===== src/rtl/unsigned_down_syncload_timer_pkg.sv =====
// rtl/unsigned_down_syncload_timer_pkg.sv - shared state encoding and width default for the counter family
package unsigned_down_syncload_timer_pkg;

   typedef enum logic {
      ST_IDLE = 1'b0,
      ST_RUN  = 1'b1
   } timer_state_e;

   localparam int DEFAULT_WIDTH = 4;

endpackage


===== src/rtl/unsigned_down_syncload_timer.sv =====
// rtl/unsigned_down_syncload_timer.sv - down-counting timer with synchronous load, terminal-count pulse and optional auto-reload
module unsigned_down_syncload_timer
   import unsigned_down_syncload_timer_pkg::*;
#(
   parameter int WIDTH = DEFAULT_WIDTH
) (
   input  logic             C,
   input  logic             CLR,
   input  logic             SLOAD,
   input  logic [WIDTH-1:0] D,
   input  logic             CE,
   input  logic             RELOAD,
   output logic [WIDTH-1:0] Q,
   output logic             TC,
   output logic             BUSY
);

   localparam logic [WIDTH-1:0] CNT_ZERO = '0;
   localparam logic [WIDTH-1:0] CNT_ONE  = {{(WIDTH-1){1'b0}}, 1'b1};

   timer_state_e     state_q;
   timer_state_e     state_d;
   logic [WIDTH-1:0] count_q;
   logic [WIDTH-1:0] count_d;
   logic [WIDTH-1:0] reload_q;
   logic [WIDTH-1:0] reload_d;
   logic             tc_q;
   logic             tc_d;
   logic             terminal;

   // Terminal is detected on Q==1 so TC lands in the same cycle Q shows 0 or the reload value.
   assign terminal = (count_q == CNT_ONE);

   always_ff @(posedge C) begin
      if (CLR) begin
         state_q  <= ST_IDLE;
         count_q  <= CNT_ZERO;
         reload_q <= CNT_ZERO;
      end else begin
         state_q  <= state_d;
         count_q  <= count_d;
         reload_q <= reload_d;
      end
   end

   always_comb begin
      state_d  = state_q;
      count_d  = count_q;
      reload_d = reload_q;
      tc_d     = 1'b0;
      if (SLOAD) begin
         count_d  = D;
         reload_d = D;
         state_d  = (D != CNT_ZERO) ? ST_RUN : ST_IDLE;
      end else if ((state_q == ST_RUN) && CE) begin
         if (terminal) begin
            tc_d = 1'b1;
            if (RELOAD) begin
               count_d = reload_q;
            end else begin
               count_d = CNT_ZERO;
               state_d = ST_IDLE;
            end
         end else begin
            count_d = count_q - CNT_ONE;
         end
      end
   end

   always_ff @(posedge C) begin
      if (CLR) begin
         tc_q <= 1'b0;
      end else begin
         tc_q <= tc_d;
      end
   end

   assign Q    = count_q;
   assign TC   = tc_q;
   assign BUSY = (state_q == ST_RUN);

endmodule


===== config.mk =====
export PLATFORM = sky130hd
export DESIGN_NAME = unsigned_down_syncload_timer
export DESIGN_NICKNAME = d
export VERILOG_FILES = /design/src/rtl/unsigned_down_syncload_timer_pkg.sv /design/src/rtl/unsigned_down_syncload_timer.sv
export SDC_FILE = /design/constraint.sdc
export NUM_CORES = 1
export LEC_CHECK = 0
export BUFFER_PORTS_ARGS = -buffer_cell sky130_fd_sc_hd__buf_2
export CAP_MARGIN = 0
export CORE_AREA = 2 2 39 41
export DETAILED_ROUTE_END_ITERATION = 8
export DIE_AREA = 0 0 41 43
export PLACE_DENSITY = 0.6
export RECOVER_POWER = 50
export SLEW_MARGIN = 40
export SYNTH_ARGS = -nofsm -noshare
export SYNTH_HDL_FRONTEND = slang
export SYNTH_SLANG_ARGS = --single-unit

===== constraint.sdc =====
create_clock -name C -period 3.69 [get_ports C]
set_input_delay 0.5535 -clock C [delete_from_list [all_inputs] [get_ports C]]
set_output_delay 0.5535 -clock C [all_outputs]
set_load 0.1 [all_outputs]

* After elaboration in Yosys (flattened, before gate mapping)
Cells that the tools add are included.
** Operators by class
- Add/subtract/negate cells :: 1
- Div/mod/pow operators :: 0
- Reduce and logical (&&, ||, !) cells :: 6
- Magnitude comparators :: 0
- Multipliers :: 0
- Multiplexer cells :: 10
- Shift-type cells :: 0
- Bitwise logic cells :: 1
- Equality and inequality tests :: 2
** Operators by type and width (count)
- two-way mux 4 bit :: 4
- two-way mux 1 bit :: 6
- equality test 4 x 1 -> 1 bit, second input constant :: 1
- nonzero test 2 bit :: 2
- nonzero test 4 bit :: 1
- subtractor 4 x 1 -> 4 bit, second input constant :: 1
- AND reduction 3 bit :: 1
- OR reduction 3 bit :: 1
- != test 2 bit, second input constant :: 1
- logical AND 1 bit :: 1
- inverter 1 bit :: 1
** Word-level totals
- Bits in registers :: 10
- Memory bits (writable) :: 0
- Memories kept :: 0
- Output and inout bits :: 6
- Bits in read-only memories :: 0
- Bits in latches :: 0
- Bits of input ports :: 9

* Longest topological paths before layout
Gate-level depths: netlist (run 1).
- Depth in word-level cells :: 4
- Depth in mapped cells :: 6

* Least setup slack after synthesis (run 1)
Ideal clock, no wire load.
- Path kind :: reg2reg
- Start point :: reg count_q[0], in the netlist Q[0]
- End point :: reg count_q[2], in the netlist Q[2]
- Setup slack :: 1.557 ns
- Data arrival time :: 2.059 ns
- Data required time :: 3.616 ns
- Stages on the path, launching flop included :: 6
- Cells stage by stage :: dfxtp_1 > ha_1 > and4b_1 > a21oi_1 > or4_1 > a31oi_1
** Between the ends
- Word-level cells in the longest chain between the ends :: 4
** Ends and longest elaborated chain
- start: declaration :: line unsigned_down_syncload_timer.sv:23 : logic [WIDTH-1:0] count_q;
- start signal: assignment :: line unsigned_down_syncload_timer.sv:41 : count_q <= count_d;
- subtractor 4 x 1 -> 4 bit / equality test 4 x 1 -> 1 bit (equally long branches) :: line unsigned_down_syncload_timer.sv:65, unsigned_down_syncload_timer.sv:32
- two-way mux 4 bit * :: line unsigned_down_syncload_timer.sv:56 : if (terminal) begin
- two-way mux 4 bit * :: line unsigned_down_syncload_timer.sv:55 : end else if ((state_q == ST_RUN) && CE) begin
- two-way mux 4 bit * :: line unsigned_down_syncload_timer.sv:51 : if (SLOAD) begin
Mark *: on every way between the ends. The rest lies on a longest branch, timed or not. The select of a mux whose other input is x is not followed.
A chain may end at the register's enable or synchronous reset.

* Final worst setup path (run 1)
- Start point :: reg count_q[0], in the netlist Q[0]
- End point :: reg count_q[3], in the netlist Q[3]
Same word-level chain as after synthesis.

==> flow_summary_export.csv, run 1 <==
group,metric,value,unit
synthesis,yosysMostFrequentCell,"dfxtp_1",
run_status,status,"completed",
clock_tree,cts-root-buf,"clkbuf_4",
detailed_routing,drt_iter0_markers,9,
grt,overflow,0,
synthesis,synthArstFlopShare,0,%
synthesis,synth_cell_types,23,
timing,period_share,47.1,%
clock_tree,clkTransAtPathRegs,0.07,ns
detailed_routing,vias_per_cell,5.52,
final_layout,nNetsFinal,85,
clock_tree,cts-htree-levels,1,
floorplan,pin_count,15,
worst_setup_path,cp.arrival,1.92,ns
placed_design,hpwl,824,µm
timing,rsz0062_at_grt,"false",
synthesis,synthesis.area,500,µm²
clock_tree,cts_made_buffers,3,
power,vdd_drop_max,198,µV
final_layout,fin_cells,88,
power,power.leakage,0.252,nW
floorplan,num_rows,14,
synthesis,synthFlopType,"dfxtp_1",
worst_setup_path,critical_path_required,3.87,ns
final_layout,diodes,0,
synthesis,yosysSeqAreaShare,40.0,%
floorplan,die_area,1760,µm²
worst_setup_path,cp_num_buf_inv,0,
clock_tree,cts_buffer_depth,2,
final_layout,syn_to_final_growth,19.5,%
timing,finClkSkew,0.00761,ns
grt,grt_pass1_wl,1.86,mm
worst_setup_path,crit_family,"simple AND/OR/NAND/NOR gates",
synthesis,synthTopCellsByCount,"10 x dfxtp_1, 7 x a21oi_1, 6 x nor2_1",
floorplan,start_util,36.2,%
power,total_power,0.000263,W
synthesis,synthCells,57,
grt,grt_pass1_vias,417,
synthesis,avgSynthCellArea,8.78,µm²
timing,maxSlewHeadroom,57.5,%
worst_setup_path,ff2ff_setup_slack,1.95,ns
timing,finalHoldViolCount,0,
timing,setup_tns,0,ns
detailed_routing,drt-pass1-iter-count,4,
synthesis,ys_ff_latch,10,
placed_design,dpl.cell_count,85,
grt,antenna_found_initial,0,
flow_run,max_cap_violations,0,
clock_tree,cts_tree,"done",
placed_design,gp_congestion,0.773,
timing,report.final.slew_viol_count,0,
timing,max_freq,575,MHz
final_layout,drive_gt1_share,22.2,%
final_layout,multiInputGateArea,279,µm²
detailed_routing,vias,486,
worst_setup_path,cp-end-kind,"flop",
worst_setup_path,crit_chain,"ha_1 -> nor3b_1 -> a311oi_1 -> a211oi_1",
timing,worst_pin_slew,0.637,ns
clock_tree,post_cts_buffers,0,
timing,setup_violations,0,
synthesis,synth_edf_count,0,
worst_setup_path,critical_path.slowest_cell,"nor3b_1",
detailed_routing,drcViolationCount,0,
timing,period_needed,1.74,ns
worst_setup_path,critPathMaxStageDelay,0.56,ns
clock_tree,insertion_delay,0.26,ns
final_layout,fill_cells,136,
final_layout,final_core_util,43.2,%
synthesis,synth_top_area_share,40.0,%
synthesis,yosysWarnings,0,
floorplan,dieWidth,41,µm
worst_setup_path,start_kind,"flop",
synthesis,synth_top_cell_by_area,"dfxtp_1",
clock_tree,cts_hold_buf,0,
worst_setup_path,cp_max_fo,6,
final_layout,seq_area,200,µm²
detailed_routing,ant_nets,0,
detailed_routing,wl_per_cell,12.4,µm
floorplan,core-area,1380,µm²
detailed_routing,wirelength,1.09,mm
synthesis,ys_top_cells_by_area,"dfxtp_1 40%, a21oi_1 7.0%, mux2i_1 6.0%",
worst_hold_path,hold_path.class,"flop to flop",
clock_tree,cts.sinks,10,
floorplan,die_y,43,µm
grt,grt_usage,15.5,%
worst_setup_path,crit_type,"flop to flop",
grt,grt_max_degree,17,
synthesis,synth_nets,68,
placed_design,port_buffers,14,
power,powerDensity,441,nW/µm²
clock_tree,cts-resized-gates,0,
-- cell type report --
cell class              count  area share [%]
flip-flops and latches     10            33.5
clock buffers               3            3.77
multi-input cells          43            46.7
well taps                  16            3.35
repair buffers             14            11.5
inverters                   2            1.26
-- through the flow --
| step | instance area, µm² | hold slack [ns] | worst slack [ns] |
|---|---|---|---|
| after floorplan | 500 | 0.445 | 1.56 |
| after global placement | 582 | 0.473 | 2.18 |
| after detailed placement | 582 | 0.471 | 2.16 |
| after CTS | 604 | 0.489 | 1.95 |
| final | 598 | 0.486 | 1.95 |
| after global routing | 598 | 0.513 | 1.84 |
-- placed cells by master (no fill, tap or decap), types with 3 or more instances in the layout --
cell	count
a21oi_1	7
a31oi_1	3
buf_2	13
clkbuf_4	3
dfxtp_1	10
mux2i_1	3
nand3b_1	3
nor2_1	6
-- registers in the layout, summed over array words and instances, names as in the netlist --
name and count:
Q 4, reload_q 4, BUSY 1, TC 1
-- final timing paths --
kind | start | to | depth (start not counted)
setup / recovery | Q[0] | Q[3] | 4
hold / removal | reload_q[2] | reload_q[2] | 2
setup reg to reg | Q[0] | Q[3] | 4
hold reg to reg | reload_q[2] | reload_q[2] | 2
-- report_power, final --
group	internal (W)	switching (W)	total, W
Sequential	0.000114	0.00000665	0.000121
Combinational	0.0000193	0.0000486	0.0000679
Clock	0.0000376	0.0000369	0.0000745
-- routing by layer --
| layer | up-vias | track usage (%) | wire length, µm |
|---|---|---|---|
| li1 | 251 | - | - |
| met1 | 205 | 22.5 | 498 |
| met2 | 30 | 21.9 | 499 |
| met3 | 0 | 3.14 | 91 |
| met4 | 0 | 6.00 | 0 |
| met5 | - | 0 | 0 |
-- cell families after synthesis --
logic type	synth area share, %
buffers and inverters	3.25
adder cells (fa/ha/maj)	5.00
AO/OA/AOI/OAI	21.2
flip-flops	40.0
multiplexers	6.00
AND/OR/NAND/NOR	24.5
-- tightest hold or removal path, stage by stage, from the launching register on --
cell and delay, ns:
dfxtp_1 0.31, nand2b_1 0.07, a21oi_1 0.06
(Power assumes the default switching activity.)
==> run 2: changes to the inputs <==
ABC_AREA = 1   (was not set)
CORE_AREA = not set   (was 2 2 39 41)
CORE_MARGIN = 2   (was not set)
CORE_UTILIZATION = 44   (was not set)
DIE_AREA = not set   (was 0 0 41 43)
PLACE_DENSITY = 0.7   (was 0.6)
clock period = 1.4 ns   (was 3.69 ns; I/O delays follow)
==> flow_summary_export.csv, run 2 <==
group,metric,value,unit
detailed_routing,drt-pass1-iter-count,4,
worst_setup_path,cp_max_fo,5,
flow_run,max_cap_violations,0,
power,seqPwrFrac,41.7,%
synthesis,synthMuxAreaShare,0,%
power,combPwrFrac,30.3,%
worst_setup_path,start_kind,"flop",
worst_setup_path,cp_num_buf_inv,1,
timing,finalHoldViolCount,0,
floorplan,die_area,1660,µm²
synthesis,synth_cell_types,20,
detailed_routing,drcViolationCount,0,
final_layout,nNetsFinal,112,
clock_tree,post_cts_buffers,0,
placed_design,port_buffers,14,
synthesis,yosysMostFrequentCell,"nand2_1",
detailed_routing,wirelength,1.26,mm
worst_setup_path,critical_path_required,1.19,ns
worst_hold_path,hold_path.class,"input pin to flop",
synthesis,yosys.area_share.xor_xnor,0,%
timing,worst_pin_slew,0.538,ns
timing,period_needed,1.31,ns
worst_setup_path,crit_type,"flop to output pin",
timing,maxSlewHeadroom,64.3,%
timing,period_share,93.8,%
timing,rsz0062_at_grt,"false",
timing,finClkSkew,0.00537,ns
final_layout,diodes,0,
clock_tree,cts.sinks,10,
grt,grt_max_degree,11,
grt,grt_pass1_wl,2.08,mm
power,vdd_drop_max,562,µV
synthesis,ys_ff_latch,10,
worst_setup_path,ff2ff_setup_slack,0.22,ns
synthesis,avgSynthCellArea,7.08,µm²
synthesis,synth_top_area_share,33.7,%
final_layout,final_core_util,54.2,%
synthesis,yosys.area_share.simple,34.5,%
final_layout,syn_to_final_growth,17.3,%
run_status,status,"completed",
placed_design,hpwl,961,µm
synthesis,synthCells,84,
synthesis,yosysWarnings,0,
clock_tree,cts-resized-gates,0,
synthesis,synthArstFlopShare,0,%
grt,grt_usage,19.6,%
worst_setup_path,setup.worst_path.start,"Q[2]",
synthesis,ys_top_cells_by_area,"dfxtp_1 34%, nand2_1 18%, inv_1 6.9%",
synthesis,synth_compound_area_share,16.2,%
power,powerDensity,1100,nW/µm²
clock_tree,cts_hold_buf,0,
detailed_routing,ant_nets,0,
synthesis,synth_nets,95,
final_layout,final_common_cell,"nand2_1",
power,p_switching,0.000294,W
worst_setup_path,cp.arrival,1.10,ns
clock_tree,cts_buffer_depth,2,
timing,max_freq,762,MHz
clock_tree,clkTransAtPathRegs,0.07,ns
synthesis,synth_edf_count,0,
floorplan,dieWidth,40.8,µm
grt,antenna_found_initial,0,
synthesis,synthTopCellsByCount,"28 x nand2_1, 11 x inv_1, 10 x dfxtp_1",
synthesis,yosysSeqAreaShare,33.7,%
synthesis,synthFlopType,"dfxtp_1",
worst_setup_path,rr_startpoint,"Q[1]",
grt,grt_pass1_vias,506,
final_layout,final_cell_mix,"28 x nand2_1, 13 x buf_2, 11 x inv_1",
power,internal-power,0.000475,W
detailed_routing,vias_per_cell,5.06,
clock_tree,insertion_delay,0.27,ns
synthesis,synthesis.area,594,µm²
floorplan,num_rows,13,
final_layout,fill_cells,135,
floorplan,pin_count,15,
floorplan,start_util,46.3,%
detailed_routing,wl_per_cell,10.9,µm
clock_tree,cts_made_buffers,3,
synthesis,synth_adder_area_share,4.21,%
power,power.leakage,0.344,nW
worst_setup_path,critPathMaxStageDelay,0.44,ns
clock_tree,cts_tree,"done",
timing,report.final.slew_viol_count,0,
worst_setup_path,critical_path.slowest_cell,"buf_2",
synthesis,synth_top_cell_by_area,"dfxtp_1",
power,p_clk_share,28.0,%
floorplan,die_y,40.8,µm
placed_design,gp_congestion,0.844,
worst_setup_path,cp-end-kind,"output pin",
final_layout,drive_gt1_share,33.0,%
grt,overflow,0,
power,switching_share,38.3,%
detailed_routing,drt_iter0_markers,13,
worst_hold_path,min_from,"SLOAD",
worst_setup_path,crit_family,"buffers and inverters",
synthesis,synth_top_family_by_area,"simple AND/OR/NAND/NOR gates",
timing,setup_tns,0,ns
floorplan,core-area,1280,µm²
worst_setup_path,crit_chain,"buf_2",
timing,setup_violations,0,
clock_tree,cts-htree-levels,1,
detailed_routing,vias,582,
clock_tree,cts-root-buf,"clkbuf_4",
-- run 2: metrics by stage --
stage          power (W)  instances  hold WS [ns]  area [µm²]  setup WS, ns
2_1_floorplan   0.000519         84         0.393         606        0.0300
3_3_place_gp    0.000558        111         0.448         678         0.243
3_5_place_dp    0.000559        111         0.461         678         0.238
4_1_cts         0.000770        115         0.232         704        0.0828
5_1_grt         0.000811        115         0.248         697        0.0543
6_report        0.000769        115         0.233         697        0.0872
-- run 2: area by class of cell --
| type | instances | area (µm²) | area share, % |
|---|---|---|---|
| Tap cell | 15 | 18.8 | 2.69 |
| Sequential cell | 10 | 208 | 29.8 |
| Multi-Input combinational cell | 59 | 323 | 46.3 |
| Clock buffer | 4 | 26.3 | 3.77 |
| Timing Repair Buffer | 14 | 70.1 | 10.1 |
| Inverter | 13 | 51.3 | 7.36 |
-- run 2: logic make-up (layout without fill, tap and decap cells) --
| logic type | Yosys count | after routing |
|---|---|---|
| DFF | 10 | 10 |
| AOI/OAI and AO/OA | 14 | 14 |
| buffers and inverters | 15 | 31 |
| adders and majority gates | 2 | 2 |
| and+or+nand+nor | 43 | 43 |
-- run 2: power by group through the flow --
stage	Sequential (W)	Clock [W]	Combinational (W)
final	0.000321	0.000216	0.000233
after global routing	0.000323	0.000235	0.000253
after CTS	0.000320	0.000216	0.000234
after detailed placement	0.000327	0	0.000233
after global placement	0.000326	0	0.000232
after floorplan	0.000408	0	0.000110
-- run 2: path summary, 6_finish.rpt --
check / to / depth (start not counted)
max: Q[2] / 1
min: TC / 2
max reg2reg: Q[1] / 7
min reg2reg: reload_q[2] / 2
-- run 2: routing by layer --
metal  GRT usage (%)  routed length [µm]  vias to the layer above
met1            24.2                 555                      259
met3            3.26                  86                        4
met5               0                   0                        -
li1                -                   -                      300
met4            15.0                  24                        0
met2            30.2                 589                       19
==> run 3: changes to the inputs <==
CORE_MARGIN = 1.5   (was 2)
REMOVE_ABC_BUFFERS = 1   (was not set)
==> flow_summary_export.csv, run 3 (synthesized netlist as in run 2, its figures left out) <==
group,metric,value,unit
grt,grt_pass1_vias,435,
floorplan,num_rows,13,
worst_hold_path,hold_path.class,"input pin to flop",
detailed_routing,drt_iter0_markers,7,
worst_setup_path,cp_num_buf_inv,1,
worst_setup_path,critPathMaxStageDelay,0.45,ns
clock_tree,cts-resized-gates,0,
grt,overflow,0,
final_layout,nNetsFinal,112,
clock_tree,cts.sinks,10,
worst_setup_path,critical_path_required,1.19,ns
timing,period_share,94.7,%
detailed_routing,drt-pass1-iter-count,4,
final_layout,syn_to_final_growth,18.9,%
power,power.leakage,0.346,nW
timing,finalHoldViolCount,0,
floorplan,die_area,1580,µm²
power,combPwrFrac,28.6,%
worst_setup_path,crit_type,"flop to output pin",
floorplan,pin_count,15,
clock_tree,cts_hold_buf,0,
grt,grt_pass1_wl,1.88,mm
clock_tree,cts-root-buf,"clkbuf_4",
power,total_power,0.000821,W
clock_tree,cts_buffer_depth,2,
floorplan,core-area,1280,µm²
final_layout,final_cell_mix,"29 x nand2_1, 11 x inv_1, 11 x buf_2",
power,seqPwrFrac,39.1,%
timing,max_freq,754,MHz
clock_tree,cts_tree,"done",
worst_setup_path,crit_family,"buffers and inverters",
clock_tree,clkTransAtPathRegs,0.07,ns
detailed_routing,wirelength,1.26,mm
placed_design,port_buffers,14,
clock_tree,post_cts_buffers,0,
floorplan,start_util,46.3,%
worst_setup_path,cp_max_fo,4,
detailed_routing,vias_per_cell,4.91,
final_layout,diodes,0,
detailed_routing,ant_nets,0,
timing,hold_ws,0.254,ns
floorplan,dieWidth,39.8,µm
timing,finClkSkew,0.00309,ns
timing,setup_violations,0,
worst_hold_path,whs_path_depth,2,
power,vdd_drop_max,563,µV
timing,report.final.slew_viol_count,0,
grt,grt_max_degree,11,
timing,worst_pin_slew,0.539,ns
detailed_routing,vias,565,
power,switching_share,35.8,%
worst_setup_path,cp_num_cells,1,
timing,rsz0062_at_grt,"false",
final_layout,multiInputGateArea,313,µm²
worst_setup_path,start_kind,"flop",
worst_setup_path,critical_path.slowest_cell,"buf_2",
power,p_switching,0.000294,W
final_layout,drive_gt1_share,29.0,%
floorplan,die_y,39.8,µm
grt,antenna_found_initial,0,
clock_tree,cts_made_buffers,3,
clock_tree,cts-htree-levels,1,
placed_design,hpwl,978,µm
power,p_clk_share,32.4,%
flow_run,max_cap_violations,0,
detailed_routing,drcViolationCount,0,
power,powerDensity,1160,nW/µm²
final_layout,fill_cells,142,
worst_setup_path,r2r_cells,7,
grt,grt_usage,18.8,%
final_layout,final_core_util,55.0,%
detailed_routing,wl_per_cell,11.0,µm
worst_setup_path,crit_chain,"buf_2",
final_layout,final_common_cell,"nand2_1",
placed_design,gp_congestion,0.800,
timing,maxSlewHeadroom,64.2,%
power,internal-power,0.000527,W
worst_setup_path,cp.arrival,1.12,ns
clock_tree,insertion_delay,0.27,ns
timing,period_needed,1.33,ns
run_status,status,"completed",
final_layout,seq_area,200,µm²
placed_design,detailed_place.area,697,µm²
final_layout,final_area,707,µm²
worst_setup_path,cp-end-kind,"output pin",
## run 3: cell count changes in the layout (fill, tap and decap cells not counted), sizes merged
cell,before,now
buf,13,12
clkbuf,5,6
## run 3: final timing paths
kind / startpoint / end / slack (ns)
worst max-delay path: Q[0] / Q[0] / 0.07
worst min-delay path: CLR / Q[0] / 0.25
worst max register to register: Q[1] / Q[0] / 0.13
worst min register to register: reload_q[1] / reload_q[1] / 0.46
## run 3: power groups by stage
stage | registers [W] | logic (W) | clock network [W]
final | 0.000321 | 0.000234 | 0.000266
after detailed placement | 0.000329 | 0.000246 | 0
after global routing | 0.000322 | 0.000254 | 0.000289
after CTS | 0.000323 | 0.000247 | 0.000273
after floorplan | 0.000407 | 0.000100 | 0
after global placement | 0.000328 | 0.000246 | 0
## run 3: area by class of cell
class / count / share of cell area, %
multi-input cells: 59 / 44.2
inverters: 13 / 7.26
well taps: 15 / 2.65
flip-flops and latches: 10 / 28.3
clock buffers: 4 / 5.13
repair buffers: 14 / 12.4
## run 3: routing by layer
| layer | global-route usage [%] | vias up | share of wire, % |
|---|---|---|---|
| li1 | - | 298 | - |
| met1 | 23.1 | 251 | 48 |
| met2 | 27.9 | 12 | 46 |
| met3 | 8.52 | 4 | 4.8 |
| met4 | 7.76 | 0 | 1.2 |
| met5 | 0 | - | 0 |
## run 3: per-stage QoR
step           worst slack, ns  std cells  setup TNS [ns]
2_1_floorplan           -0.548         82           -2.77
6_report                0.0738        115               0
5_1_grt                 0.0377        115               0
3_3_place_gp             0.205        111               0
4_1_cts                 0.0689        115               0
3_5_place_dp             0.188        111               0
